`src/rtl/sad_pkg.sv`:
```
// Shared helpers and default-derived constants for the SAD processing element.
package sad_pkg;

   function automatic int unsigned clog2(input int unsigned v);
      int unsigned r;
      r = 0;
      while ((64'd1 << r) < 64'(v)) r++;
      return r;
   endfunction

   localparam int unsigned PIX_W_DEF    = 8;
   localparam int unsigned LANES_DEF    = 16;
   localparam int unsigned BEATS_DEF    = 16;
   localparam int unsigned NUM_CAND_DEF = 289;

   localparam int unsigned L     = clog2(LANES_DEF);
   localparam int unsigned SAD_W = PIX_W_DEF + clog2(LANES_DEF * BEATS_DEF);
   localparam int unsigned IDX_W = clog2(NUM_CAND_DEF);
   localparam int unsigned LAT   = L + 2;

   typedef enum logic {
      FRM_IDLE,
      FRM_OPEN
   } frm_state_t;

endpackage

```
`src/rtl/sad_pe_pipe_if.sv`:
```
// Beat input, search control and result bundle of the SAD processing element.
interface sad_pe_pipe_if #(
   parameter int unsigned PIX_W = 8,
   parameter int unsigned LANES = 16,
   parameter int unsigned SAD_W = 16,
   parameter int unsigned IDX_W = 9
);
   logic                   enable;
   logic                   in_valid;
   logic                   in_first;
   logic                   in_last;
   logic [LANES*PIX_W-1:0] cur_pix;
   logic [LANES*PIX_W-1:0] ref_pix;
   logic                   search_start;
   logic [SAD_W-1:0]       sad;
   logic                   sad_valid;
   logic [IDX_W-1:0]       sad_idx;
   logic [SAD_W-1:0]       best_sad;
   logic [IDX_W-1:0]       best_idx;
   logic                   best_valid;
   logic                   err;

   modport master (
      output enable, in_valid, in_first, in_last, cur_pix, ref_pix, search_start,
      input  sad, sad_valid, sad_idx, best_sad, best_idx, best_valid, err
   );

   modport slave (
      input  enable, in_valid, in_first, in_last, cur_pix, ref_pix, search_start,
      output sad, sad_valid, sad_idx, best_sad, best_idx, best_valid, err
   );
endinterface

```
`src/rtl/sad_adder_tree.sv`:
```
// Registered pairwise adder tree, one level per cycle, with valid/first/last sideband.
module sad_adder_tree
   import sad_pkg::*;
#(
   parameter int unsigned LANES = 16,
   parameter int unsigned IN_W  = 8
) (
   input  logic                             clk,
   input  logic                             rst_n,
   input  logic                             en,
   input  logic                             in_valid,
   input  logic                             in_first,
   input  logic                             in_last,
   input  logic [LANES*IN_W-1:0]            in_data,
   output logic                             out_valid,
   output logic                             out_first,
   output logic                             out_last,
   output logic [IN_W+clog2(LANES)-1:0]     out_sum
);
   localparam int unsigned TL = clog2(LANES);

   logic [TL-1:0] v_d, v_q, f_d, f_q, l_d, l_q;

   always_comb begin
      v_d    = v_q;
      f_d    = f_q;
      l_d    = l_q;
      v_d[0] = in_valid;
      f_d[0] = in_first;
      l_d[0] = in_last;
      for (int unsigned i = 1; i < TL; i++) begin
         v_d[i] = v_q[i-1];
         f_d[i] = f_q[i-1];
         l_d[i] = l_q[i-1];
      end
   end

   always_ff @(posedge clk or negedge rst_n) begin
      if (!rst_n) begin
         v_q <= '0;
         f_q <= '0;
         l_q <= '0;
      end else if (en) begin
         v_q <= v_d;
         f_q <= f_d;
         l_q <= l_d;
      end
   end

   for (genvar j = 0; j < TL; j++) begin : g_lvl
      localparam int unsigned N  = LANES >> (j + 1);
      localparam int unsigned IW = IN_W + j;

      logic [2*N*IW-1:0]   src;
      logic [N*(IW+1)-1:0] sum_d, sum_q;

      if (j == 0) begin : g_in
         assign src = in_data;
      end else begin : g_prev
         assign src = g_lvl[j-1].sum_q;
      end

      always_comb begin
         sum_d = '0;
         for (int unsigned k = 0; k < N; k++) begin
            sum_d[k*(IW+1) +: (IW+1)] = (IW+1)'(src[(2*k)*IW +: IW]) +
                                        (IW+1)'(src[(2*k+1)*IW +: IW]);
         end
      end

      always_ff @(posedge clk or negedge rst_n) begin
         if (!rst_n)  sum_q <= '0;
         else if (en) sum_q <= sum_d;
      end
   end

   assign out_sum   = g_lvl[TL-1].sum_q;
   assign out_valid = v_q[TL-1];
   assign out_first = f_q[TL-1];
   assign out_last  = l_q[TL-1];

endmodule

```
`src/rtl/sad_pe_pipe.sv`:
```
// SAD processing element: abs-diff stage, adder tree, framed accumulator,
// registered result stage and per-window running-minimum tracker.
module sad_pe_pipe
   import sad_pkg::*;
#(
   parameter int unsigned PIX_W    = 8,
   parameter int unsigned LANES    = 16,
   parameter int unsigned BEATS    = 16,
   parameter int unsigned NUM_CAND = 289
) (
   input  logic          clk,
   input  logic          rst_n,
   sad_pe_pipe_if.slave  bus
);
   localparam int unsigned TL  = clog2(LANES);
   localparam int unsigned TW  = PIX_W + TL;
   localparam int unsigned SW  = PIX_W + clog2(LANES * BEATS);
   localparam int unsigned IW  = clog2(NUM_CAND);
   localparam int unsigned BCW = clog2(BEATS + 1);

   logic [LANES*PIX_W-1:0] ad_d, ad_q;
   logic                   s0_v_q, s0_f_q, s0_l_q;
   logic                   t_v, t_f, t_l;
   logic [TW-1:0]          t_sum;

   frm_state_t             state_d, state_q;
   logic [SW-1:0]          acc_d, acc_q;
   logic [SW:0]            acc_sum;
   logic [BCW-1:0]         bcnt_d, bcnt_q;
   logic                   done_d, done_q;
   logic                   err_d, err_q;

   logic [SW-1:0]          sad_d, sad_q;
   logic [IW-1:0]          idx_d, sad_idx_q, cand_d, cand_q;
   logic                   sad_vld_q;

   logic [SW-1:0]          nb, wb_d, wb_q, bs_d, best_sad_q;
   logic [IW-1:0]          ni, wi_d, wi_q, bi_d, best_idx_q;
   logic                   bv_d, best_vld_q;

   always_comb begin
      ad_d = '0;
      for (int unsigned i = 0; i < LANES; i++) begin
         ad_d[i*PIX_W +: PIX_W] =
            (bus.cur_pix[i*PIX_W +: PIX_W] >= bus.ref_pix[i*PIX_W +: PIX_W]) ?
            bus.cur_pix[i*PIX_W +: PIX_W] - bus.ref_pix[i*PIX_W +: PIX_W] :
            bus.ref_pix[i*PIX_W +: PIX_W] - bus.cur_pix[i*PIX_W +: PIX_W];
      end
   end

   sad_adder_tree #(
      .LANES (LANES),
      .IN_W  (PIX_W)
   ) u_tree (
      .clk       (clk),
      .rst_n     (rst_n),
      .en        (bus.enable),
      .in_valid  (s0_v_q),
      .in_first  (s0_f_q),
      .in_last   (s0_l_q),
      .in_data   (ad_q),
      .out_valid (t_v),
      .out_first (t_f),
      .out_last  (t_l),
      .out_sum   (t_sum)
   );

   // Framing state: a block is open between an accepted first beat and its last beat.
   always_comb begin
      state_d = state_q;
      if (t_v) begin
         if (t_f || state_q == FRM_OPEN) state_d = t_l ? FRM_IDLE : FRM_OPEN;
      end
   end

   always_comb begin
      acc_sum = {1'b0, acc_q} + (SW+1)'(t_sum);
      acc_d   = acc_q;
      bcnt_d  = bcnt_q;
      done_d  = 1'b0;
      err_d   = err_q;
      if (t_v) begin
         if (t_f) begin
            if (state_q == FRM_OPEN) err_d = 1'b1;
            acc_d  = SW'(t_sum);
            bcnt_d = BCW'(1);
            done_d = t_l;
         end else if (state_q == FRM_IDLE) begin
            err_d = 1'b1;
         end else begin
            acc_d = acc_sum[SW] ? '1 : acc_sum[SW-1:0];
            if (bcnt_q >= BCW'(BEATS)) err_d = 1'b1;
            else                       bcnt_d = bcnt_q + 1'b1;
            done_d = t_l;
         end
      end
   end

   // A search_start coincident with a completed block makes that block candidate 0.
   always_comb begin
      sad_d  = sad_q;
      idx_d  = sad_idx_q;
      cand_d = cand_q;
      if (done_q) begin
         sad_d  = acc_q;
         idx_d  = bus.search_start ? '0 : cand_q;
         cand_d = (idx_d == IW'(NUM_CAND - 1)) ? '0 : idx_d + 1'b1;
      end else if (bus.search_start) begin
         cand_d = '0;
      end
   end

   always_comb begin
      nb   = wb_q;
      ni   = wi_q;
      wb_d = wb_q;
      wi_d = wi_q;
      bs_d = best_sad_q;
      bi_d = best_idx_q;
      bv_d = 1'b0;
      if (sad_vld_q) begin
         if (sad_idx_q == '0 || sad_q < wb_q) begin
            nb = sad_q;
            ni = sad_idx_q;
         end
         wb_d = nb;
         wi_d = ni;
         if (sad_idx_q == IW'(NUM_CAND - 1)) begin
            bs_d = nb;
            bi_d = ni;
            bv_d = 1'b1;
         end
      end
      if (bus.search_start) begin
         wb_d = '0;
         wi_d = '0;
      end
   end

   always_ff @(posedge clk or negedge rst_n) begin
      if (!rst_n) state_q <= FRM_IDLE;
      else if (bus.enable) state_q <= state_d;
   end

   always_ff @(posedge clk or negedge rst_n) begin
      if (!rst_n) begin
         ad_q       <= '0;
         s0_v_q     <= 1'b0;
         s0_f_q     <= 1'b0;
         s0_l_q     <= 1'b0;
         acc_q      <= '0;
         bcnt_q     <= '0;
         done_q     <= 1'b0;
         err_q      <= 1'b0;
         sad_q      <= '0;
         sad_idx_q  <= '0;
         sad_vld_q  <= 1'b0;
         cand_q     <= '0;
         wb_q       <= '0;
         wi_q       <= '0;
         best_sad_q <= '0;
         best_idx_q <= '0;
         best_vld_q <= 1'b0;
      end else if (bus.enable) begin
         ad_q       <= ad_d;
         s0_v_q     <= bus.in_valid;
         s0_f_q     <= bus.in_first;
         s0_l_q     <= bus.in_last;
         acc_q      <= acc_d;
         bcnt_q     <= bcnt_d;
         done_q     <= done_d;
         err_q      <= err_d;
         sad_q      <= sad_d;
         sad_idx_q  <= idx_d;
         sad_vld_q  <= done_q;
         cand_q     <= cand_d;
         wb_q       <= wb_d;
         wi_q       <= wi_d;
         best_sad_q <= bs_d;
         best_idx_q <= bi_d;
         best_vld_q <= bv_d;
      end
   end

   assign bus.sad        = sad_q;
   assign bus.sad_valid  = sad_vld_q & bus.enable;
   assign bus.sad_idx    = sad_idx_q;
   assign bus.best_sad   = best_sad_q;
   assign bus.best_idx   = best_idx_q;
   assign bus.best_valid = best_vld_q & bus.enable;
   assign bus.err        = err_q;

endmodule

```
`src/flat_wrapper.sv`:
```
// flat-port wrapper written by rule: the top's interface ports become plain ports
module sad_pe_pipe_flat import sad_pkg::*;
#(
   parameter int unsigned PIX_W    = 8,
   parameter int unsigned LANES    = 16,
   parameter int unsigned BEATS    = 16,
   parameter int unsigned NUM_CAND = 289
)
  (clk, rst_n, bus_enable, bus_in_valid, bus_in_first, bus_in_last, bus_cur_pix, bus_ref_pix, bus_search_start, bus_sad, bus_sad_valid, bus_sad_idx, bus_best_sad, bus_best_idx, bus_best_valid, bus_err);
  sad_pe_pipe_if #(.PIX_W(PIX_W), .LANES(LANES), .SAD_W(16), .IDX_W(clog2((289)))) bus_i ();
  input  logic clk;
  input  logic rst_n;
  input wire logic [$bits(bus_i.enable)-1:0] bus_enable;
  input wire logic [$bits(bus_i.in_valid)-1:0] bus_in_valid;
  input wire logic [$bits(bus_i.in_first)-1:0] bus_in_first;
  input wire logic [$bits(bus_i.in_last)-1:0] bus_in_last;
  input wire logic [$bits(bus_i.cur_pix)-1:0] bus_cur_pix;
  input wire logic [$bits(bus_i.ref_pix)-1:0] bus_ref_pix;
  input wire logic [$bits(bus_i.search_start)-1:0] bus_search_start;
  output wire logic [$bits(bus_i.sad)-1:0] bus_sad;
  output wire logic [$bits(bus_i.sad_valid)-1:0] bus_sad_valid;
  output wire logic [$bits(bus_i.sad_idx)-1:0] bus_sad_idx;
  output wire logic [$bits(bus_i.best_sad)-1:0] bus_best_sad;
  output wire logic [$bits(bus_i.best_idx)-1:0] bus_best_idx;
  output wire logic [$bits(bus_i.best_valid)-1:0] bus_best_valid;
  output wire logic [$bits(bus_i.err)-1:0] bus_err;
  assign bus_i.enable = bus_enable;
  assign bus_i.in_valid = bus_in_valid;
  assign bus_i.in_first = bus_in_first;
  assign bus_i.in_last = bus_in_last;
  assign bus_i.cur_pix = bus_cur_pix;
  assign bus_i.ref_pix = bus_ref_pix;
  assign bus_i.search_start = bus_search_start;
  assign bus_sad = bus_i.sad;
  assign bus_sad_valid = bus_i.sad_valid;
  assign bus_sad_idx = bus_i.sad_idx;
  assign bus_best_sad = bus_i.best_sad;
  assign bus_best_idx = bus_i.best_idx;
  assign bus_best_valid = bus_i.best_valid;
  assign bus_err = bus_i.err;
  sad_pe_pipe #(.PIX_W(PIX_W), .LANES(LANES), .BEATS(BEATS), .NUM_CAND(NUM_CAND)) u_core (.clk(clk), .rst_n(rst_n), .bus(bus_i));
endmodule
```
`config.mk`:
```
export PLATFORM = sky130hd
export DESIGN_NAME = sad_pe_pipe_flat
export DESIGN_NICKNAME = d
export VERILOG_FILES = /design/src/rtl/sad_pkg.sv /design/src/rtl/sad_pe_pipe_if.sv /design/src/rtl/sad_adder_tree.sv /design/src/rtl/sad_pe_pipe.sv /design/src/flat_wrapper.sv
export SDC_FILE = /design/constraint.sdc
export NUM_CORES = 1
export LEC_CHECK = 0
export CAP_MARGIN = 0
export CORE_UTILIZATION = 50
export CTS_CLUSTER_SIZE = 12
export DETAILED_ROUTE_END_ITERATION = 8
export GPL_TIMING_DRIVEN = 1
export MAX_ROUTING_LAYER = met4
export PLACE_DENSITY = 0.75
export SLEW_MARGIN = 0
export SYNTH_ARGS = -nofsm -noshare
export SYNTH_HDL_FRONTEND = slang
export SYNTH_SLANG_ARGS = --single-unit
```
`constraint.sdc`:
```
create_clock -name clk -period 7.6 [get_ports clk]
set_clock_uncertainty 0.1 [all_clocks]
set_input_delay 1.9 -clock clk [delete_from_list [all_inputs] [get_ports clk]]
set_output_delay 1.9 -clock clk [all_outputs]
set_load 0.02 [all_outputs]
```
## Yosys cells after proc, flatten, opt, wreduce, memory -nomap -nowiden

Index checks and enable logic that the tools add are counted.

- Add/sub/neg operators: 50
- Order comparisons: 18
- Reduce and logical (&&, ||, !) cells: 12
- Equal/unequal tests: 5
- Multiplexer cells: 41
- Bitwise logic cells: 2

Operators by type and width:

| cell | count |
|---|---|
| $sub A8 B8 Y8 | 32 |
| $ge A8 B8 Y1 | 16 |
| $mux W8 | 16 |
| $mux W16 | 6 |
| $add A8 B8 Y9 | 8 |
| $mux W9 | 6 |
| $add A9 B9 Y10 | 4 |
| $add A10 B10 Y11 | 2 |
| $eq A9 B9 Y1 const B | 2 |
| $add A16 B12 Y17 | 1 |
| $lt A16 B16 Y1 | 1 |
| $mux W5 | 3 |
| $add A11 B11 Y12 | 1 |
| $mux W1 | 10 |
| $add A9 B1 Y9 const B | 1 |
| $logic_not A9 Y1 | 1 |
| $reduce_and A3 Y1 | 3 |
| $reduce_and A4 Y1 | 2 |
| $add A5 B1 Y5 const B | 1 |
| $ge A5 B5 Y1 const B | 1 |
| $reduce_and A2 Y1 | 2 |
| $reduce_bool A2 Y1 | 2 |
| $ne A3 B3 Y1 const B | 1 |
| $and A1 B1 Y1 | 2 |
| other kinds (3) | 4 |

- Input bits: 263
- Logic and storage cells: 153
- Output and inout bits: 53
- Register bits: 399

## Depth between registers and ports, before layout

- Depth after elaboration: 5
- Depth in mapped cells: 13
- Depth with buffers taken out: 11

## Modules after synthesis

Synthesis repeated with hierarchy kept, for this count alone.

- Cell total of the unflattened synthesis: 3,432
- Area, all modules: 31,512.7 µm²

By module, submodules not included:

| module | instances | area each (µm²) | cells each |
|---|---|---|---|
| sad_pe_pipe | 1 | 20,833.7 | 2,376 |
| sad_adder_tree | 1 | 10,679.0 | 1,056 |

## Worst setup path after synthesis

No wires, ideal clock.

- Kind: input to output
- Start: input bus_enable
- End: output bus_best_valid
- Required time: 5.600 ns
- Stages on the path: 4
- Arrival: 2.972 ns
- Slack: 2.628 ns
- Path through: clkbuf_1 > clkbuf_1 > clkbuf_1 > and2_1

- Cells in the longest elaborated chain, start to end: 1

RTL lines:

| item | line | text |
|---|---|---|
| start: declaration | flat_wrapper.sv:13 | `input wire logic [$bits(bus_i.enable)-1:0] bus_enable;` |
| $and A1 B1 Y1 | sad_pe_pipe.sv:190 | `assign bus.best_valid = best_vld_q & bus.enable;` |
| end: declaration | flat_wrapper.sv:25 | `output wire logic [$bits(bus_i.best_valid)-1:0] bus_best_valid;` |

Every way passes these cells.

## Worst setup path after layout

- Start: input bus_enable
- End: output bus_sad_valid

- Cells in the longest elaborated chain, start to end: 1

RTL lines:

| item | line | text |
|---|---|---|
| $and A1 B1 Y1 | sad_pe_pipe.sv:186 | `assign bus.sad_valid = sad_vld_q & bus.enable;` |
| end: declaration | flat_wrapper.sv:21 | `output wire logic [$bits(bus_i.sad_valid)-1:0] bus_sad_valid;` |

Every way passes these cells.

==> flow_summary.toml <==
[route]
wl_per_cell_microns = 14.15
wl_microns = 63200
postRouteAntennaNets = 0
drc = 0
routed_via_density = 5.323
drt_iter0_drc = 1101
vias = 23780
dr.pass1.iters = 7

[synthesis]
syn-num-nets = 4036
syn_inst = 3324
synth_flop_cell = "dfrtp_1"
synthDistinctLibCells = 80
postSynthAreaPerCell_sq_um = 9.372
synth_edf_count = 0
ys_top_cells_by_area = "dfrtp_1 32%, ha_1 16%, mux2_2 6.0%"
async_flop_share_pct = 100.0
yosys_warnings = 0
yosysTopAreaCell = "dfrtp_1"
synth_area_sq_um = 31150
post-synth-top-area-fraction_pct = 32.05
synth_seq_area_share_pct = 32.05
ys_ff_latch = 399

[placed_design]
port_buffers = 315
globalplace.congestion = 0.8767
dp_hpwl_microns = 48990

[global_routing]
grt_start_max_net_pins = 132
grt_pass1_vias = 23570
overflow = 0
grt_first_pass_wirelength_microns = 110100
track_usage_pct = 20.95
antenna_found_initial = 3

[sta]
post-route-period-util_pct = 71.13
rsz0062_at_grt = "no"
period_minus_slack_ns = 5.406
worstMarginPinSlew_ns = 1.158
slew-limit-headroom_pct = 22.83
hold_viol = 0
fmax_mhz = 185.0
setup_viol = 0
fin_tns_setup_ns = 0
timing.final.max_slew_violations = 0

[power_and_ir_drop]
vdd_drop_max_mv = 0.1379
power_leakage_nw = 17.38
power.density_nw_per_um2 = 295.6
p_total_w = 0.01077

[setup_path]
required_ns = 5.60
worstSetupStartpointType = "input pin"
end_kind = "primary output"
slowest_delay_ns = 0.64
path_delay_family = "buffers and inverters"
critPathBufInv = 3
cpMaxStageDelayCell = "clkdlybuf4s50_1"
cp_max_fo = 98
worstPathArrival_ns = 3.41
worstSetupPathType = "in -> out"
cp_cell_sequence = "buf_8 > nand2_1 > inv_1 > clkdlybuf4s50_1"

[clock_network]
cts_resized = 0
cts_hold_buffers = 0
clock_latency_ns = 0.58
post_cts_buffers = 0
cts.sinks = 399
clockBufferDepth = 3
cts_made_buffers = 45
clk_pin_slew_ns = 0.06
htree_num_levels = 2
tritoncts = "built"
root_buffer = "clkbuf_16"

[final_layout]
fill_cells = 5430
syn_to_final_growth_pct = 17.02
nNetsFinal = 4306
layout-drive-gt1-share_pct = 8.379
final-seq-area_sq_um = 9985
multi_input_area_sq_um = 19220

[min_path]
worstHoldPathType = "reg -> reg"

[floorplan]
die_h_microns = 251.6
die_w_microns = 251.6
rows = 91
core_sq_um = 61600
fp.dieArea_sq_um = 63310
io_pins = 316
initial_core_util_pct = 50.57

[status]
outcome = "finished, final reports clean"

[run]
drv_cap = 0
-- flip-flops by register name, summed over array words and instances (netlist names), 4 cells and up --
signal / count
u_core.bus.sad: 16
u_core.bus.best_idx: 9
u_core.wi_q: 9
u_core.ad_q: 128
u_core.u_tree.l_q: 4
u_core.acc_q: 16
u_core.wb_q: 16
u_core.bcnt_q: 5
u_core.bus.best_sad: 16
u_core.u_tree.v_q: 4
u_core.cand_q: 9
u_core.u_tree.g_lvl.sum_q: 134
u_core.u_tree.f_q: 4
u_core.bus.sad_idx: 9
u_core.u_tree.out_sum: 12
-- per-layer routing --
layer	up-vias	track usage [%]	wire length, microns
met4	0	4.948	1153
li1	12080	-	-
met2	362	34.86	30110
met5	-	-	0
met1	11260	27.04	29580
met3	86	2.796	2358
-- worst reg2reg max path: cells and delay by family (launching register included) --
kind	cells	cell delay, ns
compound gates	5	0.95
simple gates	3	0.77
fa+ha+maj	2	0.61
flops	1	0.40
-- path summary, 6_finish.rpt --
kind	cells after the start	from	to	slack, ns
setup / recovery	4	bus_enable	bus_sad_valid	2.19
hold / removal	1	u_core.bus.err	u_core.bus.err	0.37
setup reg to reg	10	u_core.acc_q[0]	u_core.acc_q[8]	4.65
hold reg to reg	1	u_core.bus.err	u_core.bus.err	0.37
max in group asynchronous	2	rst_n	u_core.u_tree.g_lvl[1].sum_q[32]	4.80
min in group asynchronous	1	rst_n	u_core.ad_q[14]	1.29
-- cells by family after synthesis --
family	Yosys count	share of synthesized area [%]
fa+ha+maj	449	19.19
buf+inv	506	6.254
xor+xnor	183	5.145
mux	271	9.431
simple gates	665	10.39
compound gates	851	17.54
flops	399	32.05
-- synthesized netlist by cell type, drive strengths merged, types with 5 or more instances --
library cell,count
nand2,224
buf,18
or3,9
ha,401
clkbuf,86
fa,48
o211ai,14
a22o,28
dfrtp,399
nor2,160
nor3,41
o21bai,30
inv,402
o2111ai,5
xnor2,145
and3,8
nor2b,56
nand3,29
o31ai,19
a211o,6
or2b,7
a21o,89
and2,17
and4b,7
o22ai,7
nand4,24
o21ai,223
nand2b,48
a31o,6
a221oi,13
o32ai,6
and4,5
a31oi,25
a211oi,22
o31a,14
a21boi,15
and2b,7
o311ai,9
mux2i,100
mux2,171
o21a,23
xor2,38
nand3b,8
a21oi,275
-- final cells by class --
| cell class | instances | area share [%] |
|---|---|---|
| repair buffers | 327 | 8.959 |
| clock buffers | 64 | 3.477 |
| flip-flops and latches | 399 | 27.39 |
| diodes | 3 | 0.02059 |
| clock inverters | 17 | 0.4119 |
| well taps | 837 | 2.873 |
| inverters | 402 | 4.146 |
| multi-input cells | 2419 | 52.72 |
-- placed cells by master, fill, tap and decap left out, types with 11 or more instances in the layout --
| cell | instances |
|---|---|
| ha_1 | 401 |
| a21boi_0 | 15 |
| clkbuf_16 | 45 |
| mux2_2 | 167 |
| o21bai_1 | 30 |
| xnor2_1 | 145 |
| inv_1 | 401 |
| a31oi_1 | 25 |
| mux2i_1 | 100 |
| dfrtp_1 | 399 |
| nor3_1 | 41 |
| nand4_1 | 24 |
| clkbuf_1 | 12 |
| a21o_1 | 89 |
| nand3_1 | 29 |
| o211ai_1 | 12 |
| fa_1 | 48 |
| o31ai_1 | 12 |
| a221oi_2 | 11 |
| o31a_1 | 14 |
| o21a_1 | 23 |
| nor2_1 | 159 |
| nand2_1 | 221 |
| buf_4 | 11 |
| and2_1 | 17 |
| o21ai_1 | 12 |
| xor2_1 | 38 |
| a21oi_1 | 273 |
| a22o_1 | 28 |
| nor2b_1 | 56 |
| clkdlybuf4s50_1 | 313 |
| nand2b_1 | 48 |
| a211oi_1 | 22 |
| o21ai_0 | 210 |
-- metrics by stage --
stage	instances	worst slack, ns	hold WS [ns]	utilization (%)	cell area [sq um]
after floorplan	3324	2.628	0.3461	-	31150
after global placement	4384	2.214	0.3596	56.86	35030
after detailed placement	4384	2.187	0.3617	56.86	35030
after CTS	4465	2.185	0.3783	59.17	36450
after global routing	4468	2.048	0.3923	59.18	36450
final	4468	2.194	0.3706	59.18	36450
-- power breakdown --
part	internal [W]	total [W]	switching, W
sequential	0.00281	0.00337	0.000557
combinational	0.00272	0.00532	0.00261
clock	0.00120	0.00208	0.000878
(Power assumes the default switching activity.)
